==> src/rtl/bp_btb_if.sv <==
// Fetch/execute port bundle for the bp_btb branch target buffer.
// Statistics outputs exist only when BP_STATS_EN is defined.
interface bp_btb_if #(
  parameter int PC_BITS = 12
);
  logic [PC_BITS-1:0] F_pc;
  logic               F_BP_taken;
  logic [PC_BITS-1:0] F_BP_target_pc;
  logic               EX_brn;
  logic [PC_BITS-1:0] EX_pc;
  logic               EX_true_taken;
  logic [PC_BITS-1:0] EX_target_pc;
  logic               EX_taken;
`ifdef BP_STATS_EN
  logic [31:0]        stat_branches;
  logic [31:0]        stat_mispredicts;

  modport master (
    output F_pc, EX_brn, EX_pc, EX_true_taken, EX_target_pc, EX_taken,
    input  F_BP_taken, F_BP_target_pc, stat_branches, stat_mispredicts
  );
  modport slave (
    input  F_pc, EX_brn, EX_pc, EX_true_taken, EX_target_pc, EX_taken,
    output F_BP_taken, F_BP_target_pc, stat_branches, stat_mispredicts
  );
`else
  modport master (
    output F_pc, EX_brn, EX_pc, EX_true_taken, EX_target_pc, EX_taken,
    input  F_BP_taken, F_BP_target_pc
  );
  modport slave (
    input  F_pc, EX_brn, EX_pc, EX_true_taken, EX_target_pc, EX_taken,
    output F_BP_taken, F_BP_target_pc
  );
`endif
endinterface

==> src/rtl/bp_btb.sv <==
// Direct-mapped branch target buffer with 2-bit saturating counters.
// Optional branch/mispredict counters are enabled with BP_STATS_EN.
module bp_btb #(
  parameter int PC_BITS  = 12,
  parameter int IDX_BITS = 4
) (
  input  logic     clk,
  input  logic     rst,
  bp_btb_if.slave  bus
);
  localparam int unsigned ENTRIES  = 1 << IDX_BITS;
  localparam int          TAG_BITS = PC_BITS - IDX_BITS;

  logic [ENTRIES-1:0]  valid_q;
  logic [TAG_BITS-1:0] tag_q    [ENTRIES];
  logic [PC_BITS-1:0]  target_q [ENTRIES];
  logic [1:0]          ctr_q    [ENTRIES];

  logic [IDX_BITS-1:0] f_idx, ex_idx;
  logic [TAG_BITS-1:0] f_tag, ex_tag;
  logic                f_hit, f_taken, ex_hit;

  assign f_idx  = bus.F_pc[IDX_BITS-1:0];
  assign f_tag  = bus.F_pc[PC_BITS-1:IDX_BITS];
  assign ex_idx = bus.EX_pc[IDX_BITS-1:0];
  assign ex_tag = bus.EX_pc[PC_BITS-1:IDX_BITS];

  // Lookup reads registered state only, so a same-cycle update is seen next cycle.
  always_comb begin
    f_hit              = valid_q[f_idx] && (tag_q[f_idx] == f_tag);
    f_taken            = f_hit && ctr_q[f_idx][1];
    ex_hit             = valid_q[ex_idx] && (tag_q[ex_idx] == ex_tag);
    bus.F_BP_taken     = f_taken;
    bus.F_BP_target_pc = f_taken ? target_q[f_idx] : bus.F_pc + PC_BITS'(1);
  end

  always_ff @(posedge clk) begin
    if (rst) begin
      valid_q <= '0;
      for (int unsigned i = 0; i < ENTRIES; i++) begin
        tag_q[IDX_BITS'(i)]    <= '0;
        target_q[IDX_BITS'(i)] <= '0;
        ctr_q[IDX_BITS'(i)]    <= 2'b01;
      end
    end else if (bus.EX_brn) begin
      if (ex_hit) begin
        if (bus.EX_true_taken) begin
          ctr_q[ex_idx]    <= (ctr_q[ex_idx] == 2'b11) ? 2'b11 : ctr_q[ex_idx] + 2'd1;
          target_q[ex_idx] <= bus.EX_target_pc;
        end else begin
          ctr_q[ex_idx]    <= (ctr_q[ex_idx] == 2'b00) ? 2'b00 : ctr_q[ex_idx] - 2'd1;
        end
      end else if (bus.EX_true_taken) begin
        // Taken miss replaces whatever lives at this index, aliasing or not.
        valid_q[ex_idx]  <= 1'b1;
        tag_q[ex_idx]    <= ex_tag;
        target_q[ex_idx] <= bus.EX_target_pc;
        ctr_q[ex_idx]    <= 2'b10;
      end
    end
  end

`ifdef BP_STATS_EN
  always_ff @(posedge clk) begin
    if (rst) begin
      bus.stat_branches    <= '0;
      bus.stat_mispredicts <= '0;
    end else if (bus.EX_brn) begin
      bus.stat_branches <= bus.stat_branches + 32'd1;
      if (bus.EX_taken) begin
        bus.stat_mispredicts <= bus.stat_mispredicts + 32'd1;
      end
    end
  end
`endif
endmodule

==> src/flat_wrapper.sv <==
// flat-port wrapper written by rule: the top's interface ports become plain ports
module bp_btb_flat 
#(
  parameter int PC_BITS  = 12,
  parameter int IDX_BITS = 4
)
  (clk, rst, bus_F_pc, bus_EX_brn, bus_EX_pc, bus_EX_true_taken, bus_EX_target_pc, bus_EX_taken, bus_F_BP_taken, bus_F_BP_target_pc);
  bp_btb_if #(.PC_BITS(PC_BITS)) bus_i ();
  input  logic clk;
  input  logic rst;
  input wire logic [$bits(bus_i.F_pc)-1:0] bus_F_pc;
  input wire logic [$bits(bus_i.EX_brn)-1:0] bus_EX_brn;
  input wire logic [$bits(bus_i.EX_pc)-1:0] bus_EX_pc;
  input wire logic [$bits(bus_i.EX_true_taken)-1:0] bus_EX_true_taken;
  input wire logic [$bits(bus_i.EX_target_pc)-1:0] bus_EX_target_pc;
  input wire logic [$bits(bus_i.EX_taken)-1:0] bus_EX_taken;
  output wire logic [$bits(bus_i.F_BP_taken)-1:0] bus_F_BP_taken;
  output wire logic [$bits(bus_i.F_BP_target_pc)-1:0] bus_F_BP_target_pc;
  assign bus_i.F_pc = bus_F_pc;
  assign bus_i.EX_brn = bus_EX_brn;
  assign bus_i.EX_pc = bus_EX_pc;
  assign bus_i.EX_true_taken = bus_EX_true_taken;
  assign bus_i.EX_target_pc = bus_EX_target_pc;
  assign bus_i.EX_taken = bus_EX_taken;
  assign bus_F_BP_taken = bus_i.F_BP_taken;
  assign bus_F_BP_target_pc = bus_i.F_BP_target_pc;
  bp_btb #(.PC_BITS(PC_BITS), .IDX_BITS(IDX_BITS)) u_core (.clk(clk), .rst(rst), .bus(bus_i));
endmodule
==> config.mk <==
export PLATFORM = sky130hd
export DESIGN_NAME = bp_btb_flat
export DESIGN_NICKNAME = d
export VERILOG_FILES = /design/src/rtl/bp_btb_if.sv /design/src/rtl/bp_btb.sv /design/src/flat_wrapper.sv
export SDC_FILE = /design/constraint.sdc
export NUM_CORES = 1
export LEC_CHECK = 0
export CORE_UTILIZATION = 50
export CTS_CLUSTER_DIAMETER = 100
export DETAILED_ROUTE_END_ITERATION = 7
export PLACE_DENSITY = 0.68
export SLEW_MARGIN = 10
export SYNTH_ARGS = -nofsm -noshare
export SYNTH_HDL_FRONTEND = slang
export SYNTH_SLANG_ARGS = --single-unit
==> constraint.sdc <==
create_clock -name clk -period 5.2 [get_ports clk]
set_clock_uncertainty 0.05 [all_clocks]
set_input_delay 1.3 -clock clk [delete_from_list [all_inputs] [get_ports clk]]
set_output_delay 1.3 -clock clk [all_outputs]
set_load 0.05 [all_outputs]
==> metrics.md, run 1 <==
| Metric | Value |
|---|---|
| First-pass GRT wire length | `75580 um` |
| I/O pin count | `54` |
| Hold buffer count at CTS | `0` |
| #FFs+latches synth | `368` |
| EDFF count, synth | `352` |
| Pre-CTS setup slack | `-0.5044 ns` |
| CTS tree | `done` |
| Reg2reg start | `u_core.tag_q[2][2]` |
| PD cells | `313.9 mW/mm2` |
| Final nets | `1420` |
| Area contributors post-synth | `edfxtp_1 56%, mux4_2 15%, and2_1 6.5%, and3_1 4.4%, clkbuf_1 2.1%` |
| Vias per cell | `6.311` |
| Min-delay src | `u_core.valid_q[8]` |
| Slew Limit Fails | `0` |
| Failing checks | `setup timing` |
| Sequential-to-total area share from yosys stat | `57.57%` |
| DIE HEIGHT | `196.5 um` |
| Hold WS | `0.4683 ns` |
| Cells along the critical path | `buf_16, mux4_2, mux4_2, xnor2_2, nand3_2, or4_4, mux2_4, buf_12` |
| Largest net degree at the start of global routing | `59` |
| CP Capture Type | `output pin` |
| Reg area | `0.01089 mm2` |
| Post-synthesis xor/xnor area fraction | `1.621%` |
| Die footprint | `0.03861 mm2` |
| Ys async rst share | `0%` |
| CTS root buffer | `clkbuf_16` |
| CTS buffer count | `40` |
| Dominant cell type by area after synthesis | `edfxtp_1` |
| Crit-path max cell delay | `0.67 ns` |
| Critical Path Start Type | `primary input` |
| Initial antenna violation count | `1` |
| Synth Area in Adders | `0.06615%` |
| Setup TNS | `-2.027 ns` |
| I/O Buffers | `52` |
| Normalized max-slew margin | `25.34%` |
| Syn Area/Cell | `14.38 um2` |
| DR WL/cell | `26.66 um` |
| Max Fclk | `185.6 MHz` |
| DR iter-0 viols | `1522` |
| Total gr overflow | `0` |
| R2r endpoint | `u_core.ctr_q[4][0]` |
| Slowest cell on crit path | `or4_4` |
| WS Path Type | `in2out` |
| Area after DPL | `0.02034 mm2` |
| Period minus WS final | `5.387 ns` |
| Final HPWL DP | `32290 um` |
| Drt total wl | `50980 um` |
| Warnings from Yosys | `0` |
| Worst reg2reg path depth | `8` |
| Final hold vios | `0` |
| Vias | `12066` |
| Synth Area in Compound Gates | `4.696%` |
| Largest family of logic cells by synthesized area | `multiplexers` |
| Hold Crit Class | `reg2reg` |
| Synth Area in Simple Gates | `13.99%` |
| Row count | `70` |
| Core ar. | `0.03696 mm2` |
| Actual slew at the worst max-slew pin | `1.120 ns` |
| Final instance area | `0.02173 mm2` |
| Most frequent cells in the layout | `352 x edfxtp_1, 196 x and2_1, 132 x and3_1` |
| Post-synthesis net count | `1357` |
| Top cell type's share of synthesized area | `55.88%` |
| Vias in the first global route | `11729` |
| Gr usage total | `26.95%` |
| Fraction of layout cells with a size suffix above 1 | `24.57%` |
| Tcrit/Tclk final | `103.6%` |
| ANT cells | `0` |
| Maxcap violations | `0` |
| Final setup vio count | `12` |
| WHS Endpoint | `u_core.valid_q[8]` |
| WP data arrival | `4.04 ns` |
| Mapped cell area | `0.01892 mm2` |
| VDD IR-drop max | `0.0001857 V` |
| Synthesis-to-layout area growth | `14.88%` |
| GP Congestion | `0.8594` |
| Clk sinks | `368` |
| Status | `complete, but fails checks` |
| Final ANT Viol Nets | `0` |
| Worst Hold Depth | `1` |
| Crit Path Max Fanout | `8` |
| Post-synthesis mux area share | `18.65%` |
| Max Root-Sink Buffers | `3` |
| FILL cells | `2885` |
| Pleak | `8.136 nW` |
| Most common cell after layout, fill and taps aside | `edfxtp_1` |
| Multi-input gate area | `0.007457 mm2` |
| Post-synth top flop | `edfxtp_1` |
| Post-layout util | `58.79%` |
| Distinct cells, synth | `48` |
| Htree depth | `2` |
| Initial Util | `51.18%` |
| CP Data Required Time | `3.85 ns` |
| R2r setup slk | `1.81 ns` |
| DRC errors left | `0` |
| CP most frequent cell | `mux4_2` |
| Die W | `196.5 um` |
| DRT Pass-1 Iters | `5` |
| Gate Count Post-Synth | `1315` |
| Worst skew pair latency | `0.54 ns` |
| Clock transition at the registers of the reported paths | `0.06 ns` |
| Setup ws final | `-0.1874 ns` |
| RSZ-0062 raised after global routing | `true` |
==> routing by layer <==
metal	wire (um)	share of wire, %	track usage (%)	vias to the layer above
li1	-	-	-	5195
met3	5558	11	6.810	95
met5	13	0.026	0	-
met2	23260	46	41.07	623
met4	1052	2.1	6.771	2
met1	21090	41	38.85	6151
==> synth_stat cells (8+ instances only) <==
| cell type | count |
|---|---|
| edfxtp_1 | 352 |
| and2_1 | 196 |
| and3_1 | 132 |
| mux4_2 | 130 |
| clkbuf_1 | 106 |
| nor2_1 | 39 |
| o21ai_0 | 38 |
| mux2i_1 | 33 |
| nand2_1 | 32 |
| xnor2_1 | 25 |
| buf_2 | 22 |
| nor4_1 | 18 |
| a21o_1 | 17 |
| a22o_1 | 17 |
| nand3_1 | 17 |
| dfxtp_1 | 16 |
| a41o_1 | 12 |
| mux2_2 | 12 |
| nor2b_1 | 10 |
| xor2_1 | 10 |
| mux2_4 | 9 |
| a21oi_1 | 8 |
==> worst max-delay path, delay by kind of cell <==
family                 cells  cell delay, ns
multiplexers               3            1.47
XOR/XNOR                   1            0.19
buffers and inverters      2            0.27
AND/OR/NAND/NOR            2            0.79
==> where the power goes <==
group | internal, mW | switching, mW | total (mW)
combinational | 0.365 | 0.435 | 0.800
clock | 1.42 | 1.15 | 2.57
sequential | 3.40 | 0.0595 | 3.46
total | 5.18 | 1.64 | 6.82
==> cell type report <==
class,instances,area share (%)
clock buffer,51,4.796
clock inverter,21,0.5182
inverter,7,0.1209
multi-input combinational,798,34.32
sequential,368,50.12
tap,504,2.902
timing repair buffer,163,7.226
==> per-stage QoR <==
stage,cells,total power [mW]
2_1_floorplan,1315,3.981
3_3_place_gp,1829,4.264
3_5_place_dp,1829,4.279
4_1_cts,1905,6.822
5_1_grt,1912,7.000
6_report,1912,6.822
==> cells by family (layout without fill, tap and decap cells) <==
| group | after synthesis | after routing |
|---|---|---|
| simple gates | 453 | 454 |
| mux | 184 | 184 |
| xor+xnor | 35 | 35 |
| fa+ha+maj | 1 | 1 |
| flops | 368 | 368 |
| compound gates | 124 | 124 |
| buf+inv | 150 | 242 |
==> state kept, by name, indices dropped and copies added, names as in the netlist <==
| signal | count |
|---|---|
| u_core.valid_q | 16 |
| u_core.target_q | 192 |
| u_core.tag_q | 128 |
| u_core.ctr_q | 32 |
==> timing repair <==
action	4_1_cts	5_1_grt
pin swaps	4	6
gates resized for setup	21	6
cloned	3	0
setup buffers	1	7
setup endpoints to repair	12	12
==> worst max-delay path by stage <==
stage	start	endpoint	slack, ns	cells past startpoint
CTS	bus_F_pc[0]	bus_F_BP_target_pc[1]	-0.16	8
finish	bus_F_pc[0]	bus_F_BP_target_pc[1]	-0.19	8
floorplan	bus_F_pc[0]	bus_F_BP_target_pc[0]	-0.009	9
global route	bus_F_pc[0]	bus_F_BP_target_pc[1]	-0.24	12
global placement	bus_F_pc[0]	bus_F_BP_target_pc[2]	-0.48	8
detailed placement	bus_F_pc[0]	bus_F_BP_target_pc[9]	-0.50	8
Note: power is estimated with default switching activity, not from simulation.
==> inputs of run 2 (changes only) <==
--- a/config.mk
+++ b/config.mk
@@ -6,6 +6,7 @@
 export NUM_CORES = 1
 export LEC_CHECK = 0
 export CORE_UTILIZATION = 50
+export CTS_BUF_LIST = sky130_fd_sc_hd__clkbuf_16
 export CTS_CLUSTER_DIAMETER = 100
 export DETAILED_ROUTE_END_ITERATION = 7
 export PLACE_DENSITY = 0.68
==> run 2 against run 1 <==
Against the previous run:
- the flow still finishes with violations (setup timing)
- first-iteration DRC count decreased by 0.53%
- maximum frequency is essentially flat
- critical path depth unchanged
- sequential cell count stayed put
- combinational power barely moved
- wire length up 0.17%
- final area unchanged
- power fell by 0.27%
- hold slack better by 0.0020 ns
- sequential power about the same
- cell count did not move
- worst setup slack worse by 0.0043 ns
- largest cell class unchanged
- largest power group unchanged
==> metrics.md, run 2 (synthesized netlist as in run 1, its figures left out) <==
| Metric | Value |
|---|---|
| First-pass GRT wire length | `75580 um` |
| Worst skew pair latency | `0.54 ns` |
| Worst Hold Depth | `1` |
| Slew Limit Fails | `0` |
| I/O Buffers | `52` |
| Worst reg2reg path depth | `8` |
| Reg2reg start | `u_core.tag_q[2][2]` |
| Status | `complete, but fails checks` |
| Final setup vio count | `12` |
| Reg area | `0.01089 mm2` |
| DRC errors left | `0` |
| WP data arrival | `4.04 ns` |
| VDD IR-drop max | `0.0001841 V` |
| Area after DPL | `0.02034 mm2` |
| Critical Path Start Type | `primary input` |
| Drt total wl | `51070 um` |
| Pre-CTS setup slack | `-0.5044 ns` |
| GP Congestion | `0.8594` |
| Setup TNS | `-2.085 ns` |
| Hold WS | `0.4703 ns` |
| Max Fclk | `185.5 MHz` |
| Tcrit/Tclk final | `103.7%` |
| Initial antenna violation count | `1` |
| RSZ-0062 raised after global routing | `true` |
| CP Data Required Time | `3.85 ns` |
| Post-placement cell count | `1829` |
| Initial Util | `51.18%` |
| FILL cells | `2885` |
| Total gr overflow | `0` |
| ANT cells | `0` |
| CTS buffer count | `40` |
| Htree depth | `2` |
| DRT Pass-1 Iters | `5` |
| Vias | `12103` |
| Final nets | `1420` |
| Actual slew at the worst max-slew pin | `1.149 ns` |
| Min-delay src | `u_core.valid_q[8]` |
| Final HPWL DP | `32290 um` |
| I/O pin count | `54` |
| R2r endpoint | `u_core.ctr_q[4][0]` |
| GR Util met1 | `38.85%` |
| Fraction of layout cells with a size suffix above 1 | `24.57%` |
| Max reg flops | `192` |
| WHS Endpoint | `u_core.valid_q[8]` |
| Period minus WS final | `5.392 ns` |
| Clock transition at the registers of the reported paths | `0.06 ns` |
| DIE HEIGHT | `196.5 um` |
| Multi-input gate area | `0.007457 mm2` |
| Most common cell after layout, fill and taps aside | `edfxtp_1` |
| Crit Path Max Fanout | `8` |
| Core ar. | `0.03696 mm2` |
| Gr usage total | `26.95%` |
| Final hold vios | `0` |
| Hold buffer count at CTS | `0` |
| Final instance area | `0.02173 mm2` |
| Die footprint | `0.03861 mm2` |
| R2r setup slk | `1.82 ns` |
| Synthesis-to-layout area growth | `14.88%` |
| Die W | `196.5 um` |
| Fin cells | `1912` |
| CP Capture Type | `output pin` |
| Largest net degree at the start of global routing | `59` |
| Post-layout util | `58.79%` |
| DR iter-0 viols | `1514` |
| Pleak | `8.181 nW` |
| Top reg by flops | `u_core.target_q` |
| DR WL/cell | `26.71 um` |
| Failing checks | `setup timing` |
| Max Root-Sink Buffers | `3` |
| Final ANT Viol Nets | `0` |
| Vias in the first global route | `11729` |
| M3 GR Usage | `6.810%` |
| Most frequent cells in the layout | `352 x edfxtp_1, 196 x and2_1, 132 x and3_1` |
| Row count | `70` |
| PD cells | `313.1 mW/mm2` |
| Regs by FF count | `u_core.target_q x192, u_core.tag_q x128, u_core.ctr_q x32` |
| Setup ws final | `-0.1917 ns` |
| Hold Crit Class | `reg2reg` |
| Design Power | `6.803 mW` |
| Busiest layer in global routing | `met2` |
| Vias per cell | `6.330` |
| Maxcap violations | `0` |
| WS Path Type | `in2out` |
| Normalized max-slew margin | `23.38%` |
| GRT met2 Usage | `41.07%` |
| Clk sinks | `368` |
| CTS tree | `done` |
| CTS root buffer | `clkbuf_16` |
-- run 2: changes by cell type in the layout (fill, tap and decap cells not counted), sizes merged --
cell	previous run	this run
clkbuf	52	41
inv	8	19
-- run 2: layout make-up --
type                       count  area share (%)
clock inverter                32          0.7082
inverter                       7          0.1209
clock buffer                  40           4.606
tap                          504           2.902
multi-input combinational    798           34.32
timing repair buffer         163           7.226
sequential                   368           50.12
-- run 2: how the worst max path moves through the flow --
stage | start | end | slack, ns | cells after the start
floorplan | bus_F_pc[0] | bus_F_BP_target_pc[0] | -0.009 | 9
global placement | bus_F_pc[0] | bus_F_BP_target_pc[2] | -0.48 | 8
detailed placement | bus_F_pc[0] | bus_F_BP_target_pc[9] | -0.50 | 8
CTS | bus_F_pc[0] | bus_F_BP_target_pc[1] | -0.16 | 8
global route | bus_F_pc[0] | bus_F_BP_target_pc[1] | -0.24 | 12
finish | bus_F_pc[0] | bus_F_BP_target_pc[1] | -0.19 | 8
-- run 2: what timing repair did --
action,4_1_cts,5_1_grt
gates cloned,3,0
endpoints found under the setup margin,12,12
pin swaps,4,6
resized for setup,21,6
buffers inserted,1,7
-- run 2: per-layer routing --
layer | wire length (um) | vias up
met3 | 5361 | 88
li1 | - | 5199
met4 | 1050 | 2
met5 | 13 | -
met1 | 21340 | 6205
met2 | 23300 | 609
-- run 2: report_power, final --
group / internal, mW / total (mW) / switching, mW
Sequential: 3.40 / 3.46 / 0.0598
Clock: 1.40 / 2.55 / 1.15
Combinational: 0.365 / 0.801 / 0.436
Total: 5.16 / 6.80 / 1.64
-- run 2: worst max-delay path: stages --
cell	delay, ns
buf_16	0.12
mux4_2	0.56
mux4_2	0.56
xnor2_2	0.19
nand3_2	0.12
or4_4	0.67
mux2_4	0.35
buf_12	0.15
